File: config.mk
export PLATFORM = sky130hd
export DESIGN_NAME = carwash_bay_scheduler
export DESIGN_NICKNAME = d
export VERILOG_FILES = /design/src/rtl/carwash_pkg.sv /design/src/rtl/carwash_timer.sv /design/src/rtl/carwash_bay_scheduler.sv
export SDC_FILE = /design/constraint.sdc
export NUM_CORES = 1
export LEC_CHECK = 0
export CAP_MARGIN = 30
export CORE_AREA = 2 2 49 97
export DETAILED_ROUTE_END_ITERATION = 8
export DIE_AREA = 0 0 51 99
export GPL_TIMING_DRIVEN = 0
export PLACE_DENSITY = 0.55
export SLEW_MARGIN = 20
export SYNTH_ARGS = -nofsm -noshare
export SYNTH_HDL_FRONTEND = slang
export SYNTH_SLANG_ARGS = --single-unit
File: constraint.sdc
create_clock -name clk -period 2 [get_ports clk]
set_input_delay 0.4 -clock clk [delete_from_list [all_inputs] [get_ports clk]]
set_output_delay 0.4 -clock clk [all_outputs]
set_load 0.03 [all_outputs]
File: src/rtl/carwash_pkg.sv
// Shared types and default constants for the wash-bay scheduler.
// Latency: n/a (declarations only).
// Backpressure: n/a.
package carwash_pkg;

    typedef enum logic [2:0] {
        S_IDLE = 3'd0,
        S_ARB  = 3'd1,
        S_TOK1 = 3'd2,
        S_TOK2 = 3'd3,
        S_STRT = 3'd4,
        S_RUN  = 3'd5,
        S_DONE = 3'd6
    } sched_state_t;

    localparam int T1_DEFAULT = 8;   // spray timer expiry count
    localparam int T2_DEFAULT = 4;   // rinse timer expiry count
    localparam int WD_DEFAULT = 64;  // RUN-state watchdog limit

endpackage

File: src/rtl/carwash_timer.sv
// Saturating up-counter with synchronous clear and a registered expiry flag.
// Latency: clear in cycle c -> done rises in cycle c+LIMIT+1, holds until the next clear.
// Backpressure: none; counts every cycle, clear wins over increment.
// Ports: clk, CLR (async active-low reset), clr_t (load 0), done (count reached LIMIT).
module carwash_timer #(
    parameter int LIMIT = 8
) (
    input  logic clk,
    input  logic CLR,
    input  logic clr_t,
    output logic done
);

    localparam int CW = $clog2(LIMIT + 1);
    localparam logic [CW-1:0] LIM = CW'(LIMIT);

    logic [CW-1:0] count;
    logic [CW-1:0] count_nxt;

    always_comb begin
        count_nxt = count;
        if (clr_t) begin
            count_nxt = '0;
        end else if (count != LIM) begin
            count_nxt = count + CW'(1);
        end
    end

    // done is registered from the next count so it lines up with the count itself.
    always_ff @(posedge clk or negedge CLR) begin
        if (!CLR) begin
            count <= '0;
            done  <= 1'b0;
        end else begin
            count <= count_nxt;
            done  <= (count_nxt == LIM);
        end
    end

endmodule

File: src/rtl/carwash_bay_scheduler.sv
// Round-robin sharing of one wash bay among pay kiosks; replays the purchase as TOKEN/START pulses.
// Latency: request -> first TOKEN 2 cycles; done one cycle after the final SPRAY fall is seen.
// Backpressure: requests are ignored from grant until back in IDLE; losers keep requesting.
// Ports: kiosk_req/kiosk_deluxe in, grant out; TOKEN/START to the controller; CLRT1/CLRT2 in,
//        T1DONE/T2DONE out; SPRAY/SOAP monitored; busy/done/active_id/fault/wash_abort status.
module carwash_bay_scheduler
    import carwash_pkg::*;
#(
    parameter int N_KIOSK   = 2,
    parameter int T1_CYCLES = T1_DEFAULT,
    parameter int T2_CYCLES = T2_DEFAULT,
    parameter int WD_CYCLES = WD_DEFAULT
) (
    input  logic                       clk,
    input  logic                       CLR,
    input  logic [N_KIOSK-1:0]         kiosk_req,
    input  logic [N_KIOSK-1:0]         kiosk_deluxe,
    output logic [N_KIOSK-1:0]         grant,
    output logic                       TOKEN,
    output logic                       START,
    input  logic                       CLRT1,
    input  logic                       CLRT2,
    input  logic                       SPRAY,
    input  logic                       SOAP,
    output logic                       T1DONE,
    output logic                       T2DONE,
    output logic                       busy,
    output logic                       done,
    output logic [$clog2(N_KIOSK)-1:0] active_id,
    output logic                       fault,
    output logic                       wash_abort
);

    localparam int ID_W = $clog2(N_KIOSK);
    localparam int WD_W = $clog2(WD_CYCLES + 1);

    sched_state_t    state;
    sched_state_t    state_nxt;

    logic [ID_W-1:0] rr_ptr;
    logic [ID_W-1:0] win_id;
    logic [ID_W-1:0] cand;
    logic [ID_W-1:0] id_inc;
    logic            win_vld;
    logic            deluxe_q;
    logic            spray_q;
    logic [1:0]      fall_cnt;
    logic [WD_W-1:0] wd_cnt;
    logic            spray_fall;
    logic            wash_complete;
    logic            wd_expire;

    // SOAP is observed by the controller only; kept visible here for probing.
    logic            unused_soap;
    assign unused_soap = SOAP;

    function automatic logic [ID_W-1:0] wrap_idx(input int base, input int off);
        int s;
        s = base + off;
        if (s >= N_KIOSK) begin
            s = s - N_KIOSK;
        end
        return ID_W'(s);
    endfunction

    // Scan from rr_ptr upward with wrap; the first requesting kiosk wins.
    always_comb begin
        win_vld = 1'b0;
        win_id  = '0;
        cand    = '0;
        for (int i = 0; i < N_KIOSK; i++) begin
            cand = wrap_idx(int'(rr_ptr), i);
            if (!win_vld && kiosk_req[cand]) begin
                win_vld = 1'b1;
                win_id  = cand;
            end
        end
    end

    assign id_inc        = (active_id == ID_W'(N_KIOSK - 1)) ? '0 : active_id + ID_W'(1);
    assign spray_fall    = spray_q & ~SPRAY;
    // Basic washes need one spray burst, deluxe washes two.
    assign wash_complete = spray_fall && ((fall_cnt + 2'd1) == (deluxe_q ? 2'd2 : 2'd1));
    // wd_cnt holds the number of RUN cycles already spent, so this is the last allowed one.
    assign wd_expire     = (wd_cnt == WD_W'(WD_CYCLES - 1));

    // ---- FSM: state register ----
    always_ff @(posedge clk or negedge CLR) begin
        if (!CLR) begin
            state <= S_IDLE;
        end else begin
            state <= state_nxt;
        end
    end

    // ---- FSM: next state ----
    always_comb begin
        state_nxt = state;
        case (state)
            S_IDLE: if (|kiosk_req) state_nxt = S_ARB;
            S_ARB:  state_nxt = win_vld ? S_TOK1 : S_IDLE;
            S_TOK1: state_nxt = deluxe_q ? S_TOK2 : S_STRT;
            S_TOK2: state_nxt = S_RUN;
            S_STRT: state_nxt = S_RUN;
            S_RUN: begin
                if (wash_complete) begin
                    state_nxt = S_DONE;
                end else if (wd_expire) begin
                    state_nxt = S_IDLE;
                end
            end
            S_DONE: state_nxt = S_IDLE;
            default: state_nxt = S_IDLE;
        endcase
    end

    // ---- FSM: outputs ----
    always_comb begin
        grant      = '0;
        TOKEN      = 1'b0;
        START      = 1'b0;
        busy       = (state != S_IDLE);
        done       = 1'b0;
        fault      = 1'b0;
        wash_abort = 1'b0;
        case (state)
            S_ARB:  if (win_vld) grant[win_id] = 1'b1;
            S_TOK1: TOKEN = 1'b1;
            S_TOK2: TOKEN = 1'b1;
            S_STRT: START = 1'b1;
            S_RUN: begin
                // A completing burst on the last watchdog cycle still counts as a wash.
                fault      = wd_expire && !wash_complete;
                wash_abort = wd_expire && !wash_complete;
            end
            S_DONE: done = 1'b1;
            default: ;
        endcase
    end

    // ---- datapath registers ----
    always_ff @(posedge clk or negedge CLR) begin
        if (!CLR) begin
            rr_ptr    <= '0;
            active_id <= '0;
            deluxe_q  <= 1'b0;
            spray_q   <= 1'b0;
            fall_cnt  <= '0;
            wd_cnt    <= '0;
        end else begin
            spray_q <= SPRAY;
            if (state == S_ARB && win_vld) begin
                active_id <= win_id;
                deluxe_q  <= kiosk_deluxe[win_id];
            end
            if (state == S_RUN) begin
                if (!wd_expire) begin
                    wd_cnt <= wd_cnt + WD_W'(1);
                end
                if (spray_fall) begin
                    fall_cnt <= fall_cnt + 2'd1;
                end
            end else begin
                wd_cnt   <= '0;
                fall_cnt <= '0;
            end
            // Aborted washes advance the pointer too, so a stuck kiosk cannot hog the bay.
            if (state == S_DONE || fault) begin
                rr_ptr <= id_inc;
            end
        end
    end

    carwash_timer #(.LIMIT(T1_CYCLES)) u_t1 (
        .clk   (clk),
        .CLR   (CLR),
        .clr_t (CLRT1),
        .done  (T1DONE)
    );

    carwash_timer #(.LIMIT(T2_CYCLES)) u_t2 (
        .clk   (clk),
        .CLR   (CLR),
        .clr_t (CLRT2),
        .done  (T2DONE)
    );

endmodule

==> results.md <==
- Row count: 34
- Placed cells: roughly 200
- Final Slew Violations: 0
- Register area share after synthesis: 50.3%
- Setup total negative slack: 0 ns
- First-pass GRT wire length: 4340 um
- Clk sinks: 25
- DRC viols: 0
- Share of cells above drive strength 1: 19.5%
- Slew headroom: 65.5%
- Crit-path max FO: 3
- Data required time of the worst path: 1.60 ns
- Final setup fails: 0
- Reg2reg start: wd_cnt[1]$_DFFE_PN0P_
- Slowest-stage cell, CP: clkdlybuf4s50_1
- Leakage: roughly 0.76 nW
- Die area: 5050 sq um
- Family with the most delay on the worst path: buffers and inverters
- Distinct cells, synth: 33
- Seq cells post-synth: 25
- Core area: 4300 sq um
- Number of flops mapped to enable cells by yosys: 0
- Count leader, synth: dfrtp_1
- Hold Slack: 0.299 ns
- Vias in the first global route: 1,014
- Power share of the combinational group: 39.6%
- Post-synth top cells: dfrtp_1, nor2_1, nand2_1
- Global Route Usage Sum: between 10 and 15%
- FF-to-FF path depth: 6
- H-tree depth: 1
- Worst IR Drop VDD: approximately 0.00054 V
- Worst Setup EP: grant[0]
- Via count: 1,003
- I/O Buffers: 19
- Clk Latency, worst-skew pair: 0.26 ns
- Diode count: 0
- FMAX: 528 MHz
- Final std cells w/o fill: 208
- Cell Area, Synth: 1240 sq um
- Synth area leaders: dfrtp_1, ha_1, nor2_1, xnor2_1, nand2_1
- Clk pin slew, worst setup/hold paths: 0.08 ns
- Synth warnings: 0
- Setup Skew: 0.00155 ns
- CP arrival: 1.49 ns
- PD cells: 969 nW/um^2
- Post-CTS Hold Buffers: 0
- Total gr overflow: 0
- Initial DRC Count: 10
- TritonRoute pass-1 iters: 4
- HPWL after DPL: 1930 um
- CP max stage delay: 0.52 ns
- Crit path cell chain: clkdlybuf4s50_1 -> inv_1 -> o21ai_2 -> nor2b_1 -> buf_2
- Final min period: 1.89 ns
- Worst setup startpoint: kiosk_req[0]
- HP Class: input port to flip-flop
- Routability-driven placement congestion ratio: 0.712
- Register area: 628 sq um
- Post-synth top area cell: dfrtp_1
- Post-synth ARST share: 100%
- Final ANT Viol Nets: 0
- Syn Nets: approximately 140
- Final period util: 94.7%
- Fill cells: 435
- Cts bufs inserted: 3
- Clk root buf: clkbuf_8
- Die width: ~51 um
- R2R Setup Slk: 0.43 ns
- CP Capture Type: output pin
- Status: complete, no violations
- Largest net degree at the start of global routing: 18
- Clk network pwr share: 17.9%
- Drt wl/cell: 12.2 um
- Slew @ Worst Pin: 0.516 ns
- Reg2reg end: wd_cnt[5]$_DFFE_PN0P_
- NetSw: 601 uW
- Crit path buf inv count: 3
- Critical path startpoint category: input port
- Post-synthesis instance total: 124
- Sequential share of power: 42.5%
- Cell count along the critical path: 5
- Final hold vios: 0
- Int Power: 1.02 mW
- Max-cap viol count: 0
- Sw Share: a little under two fifths
- RSZ-0062 raised after global routing: no
- Main synth FF type: dfrtp_1
- Initial antenna violation count: 0
- Area Growth Syn to Fin: 34.6%
- IO Pins: 21
- Nets: 170
- Total Wirelength: 2540 um
- Syn_area_per_cell: roughly 10 sq um
- CTS tree: yes
- Chip Height: 99 um
- Share of Yosys cell area claimed by the top area cell type: 50.3%
- Via density: 4.82
- Final Power: approximately 1.6 mW
- Initial cell density of the core: between 20 and 30%
- Critical setup path kind: input port to output pin
- Multi-input gate area in the final layout: ~630 sq um
- CTS max path bufs: 2
cell families after synthesis:
group	synth area share, %
AO/OA/AOI/OAI	11.5
XOR/XNOR	5.63
adder cells (fa/ha/maj)	5.03
buffers and inverters	4.12
flip-flops	50.3
multiplexers	2.41
AND/OR/NAND/NOR	21.0
how the worst min path moves through the flow:
stage | from | endpoint | slack, ns | cells after the start
2_1_floorplan | CLR | active_id$_DFFE_PN0P_ | 0.10 | 0
3_3_place_gp | active_id$_DFFE_PN0P_ | rr_ptr$_DFFE_PN0P_ | 0.47 | 1
3_5_place_dp | active_id$_DFFE_PN0P_ | rr_ptr$_DFFE_PN0P_ | 0.48 | 1
4_1_cts | CLR | state[1]$_DFFE_PN0P_ | 0.48 | 1
5_1_grt | SPRAY | spray_q$_DFF_PN0_ | 0.31 | 1
6_report | SPRAY | spray_q$_DFF_PN0_ | 0.30 | 1
metal layers:
metal | track usage, % | vias up | part of all wire [%]
li1 | - | 487 | -
met1 | 11.1 | 490 | 36
met2 | 20.9 | 21 | 58
met3 | 1.82 | 5 | 4.3
met4 | 5.41 | 0 | 2.1
met5 | 0 | - | 0
state kept, by name (all words and copies together), names as in the netlist:
register	flops
wd_cnt	7
u_t1.count	4
state	3
u_t2.count	3
fall_cnt	2
active_id	1
deluxe_q	1
rr_ptr	1
spray_q	1
u_t1.done	1
u_t2.done	1
placed cells by master, fill, tap and decap left out, types with 4 or more instances in the layout:
| cell | Yosys | routed |
|---|---|---|
| ha_1 | 5 | 4 |
| inv_1 | 8 | 8 |
| clkdlybuf4s50_1 | 0 | 10 |
| a21oi_1 | 4 | 4 |
| dlygate4sd2_1 | 0 | 4 |
| nand2_1 | 10 | 10 |
| nor2b_1 | 5 | 4 |
| nor2_1 | 13 | 13 |
| nor3_1 | 5 | 4 |
| buf_4 | 1 | 9 |
| dfrtp_1 | 25 | 23 |
| buf_2 | 2 | 4 |
| xnor2_1 | 5 | 5 |
area by class of cell:
cell class                      instances  share of cell area [%]
Inverter                                8                    1.79
Multi-Input combinational cell         87                    37.6
Timing Repair Buffer                   28                    15.8
Tap cell                               54                    4.04
Sequential cell                        25                    37.5
Buffer                                  2                   0.598
Clock buffer                            4                    2.69
worst register-to-register path: stages (launching register included):
cell and delay [ns]:
dfrtp_1 0.40, ha_4 0.17, nand3_4 0.10, buf_4 0.17
o311ai_0 0.38, xor2_1 0.19, nor2_1 0.06
what timing repair did:
action / 4_1_cts / 5_1_grt
pin swaps: 2 / 5
setup endpoints to repair: 8 / 4
buffers inserted: 3 / 5
gates resized for setup: 27 / 15
per-stage QoR:
stage | cell area (sq um) | setup WS, ns | util, %
global route | 1670 | 0.0244 | 39.0
global placement | 1500 | -0.642 | 35.0
finish | 1670 | 0.106 | 39.0
floorplan | 1240 | 0.0200 | -
CTS | 1610 | -0.108 | 37.4
detailed placement | 1530 | -0.709 | 35.6
power by group through the flow:
stage	sequential, mW	combinational (mW)	clock [mW]
after floorplan	0.676	0.398	0
after global placement	0.670	0.600	0
after detailed placement	0.675	0.623	0
final	0.690	0.642	0.290
after global routing	0.703	0.716	0.326
after CTS	0.678	0.613	0.307
Power figures use the tool's default switching activity.
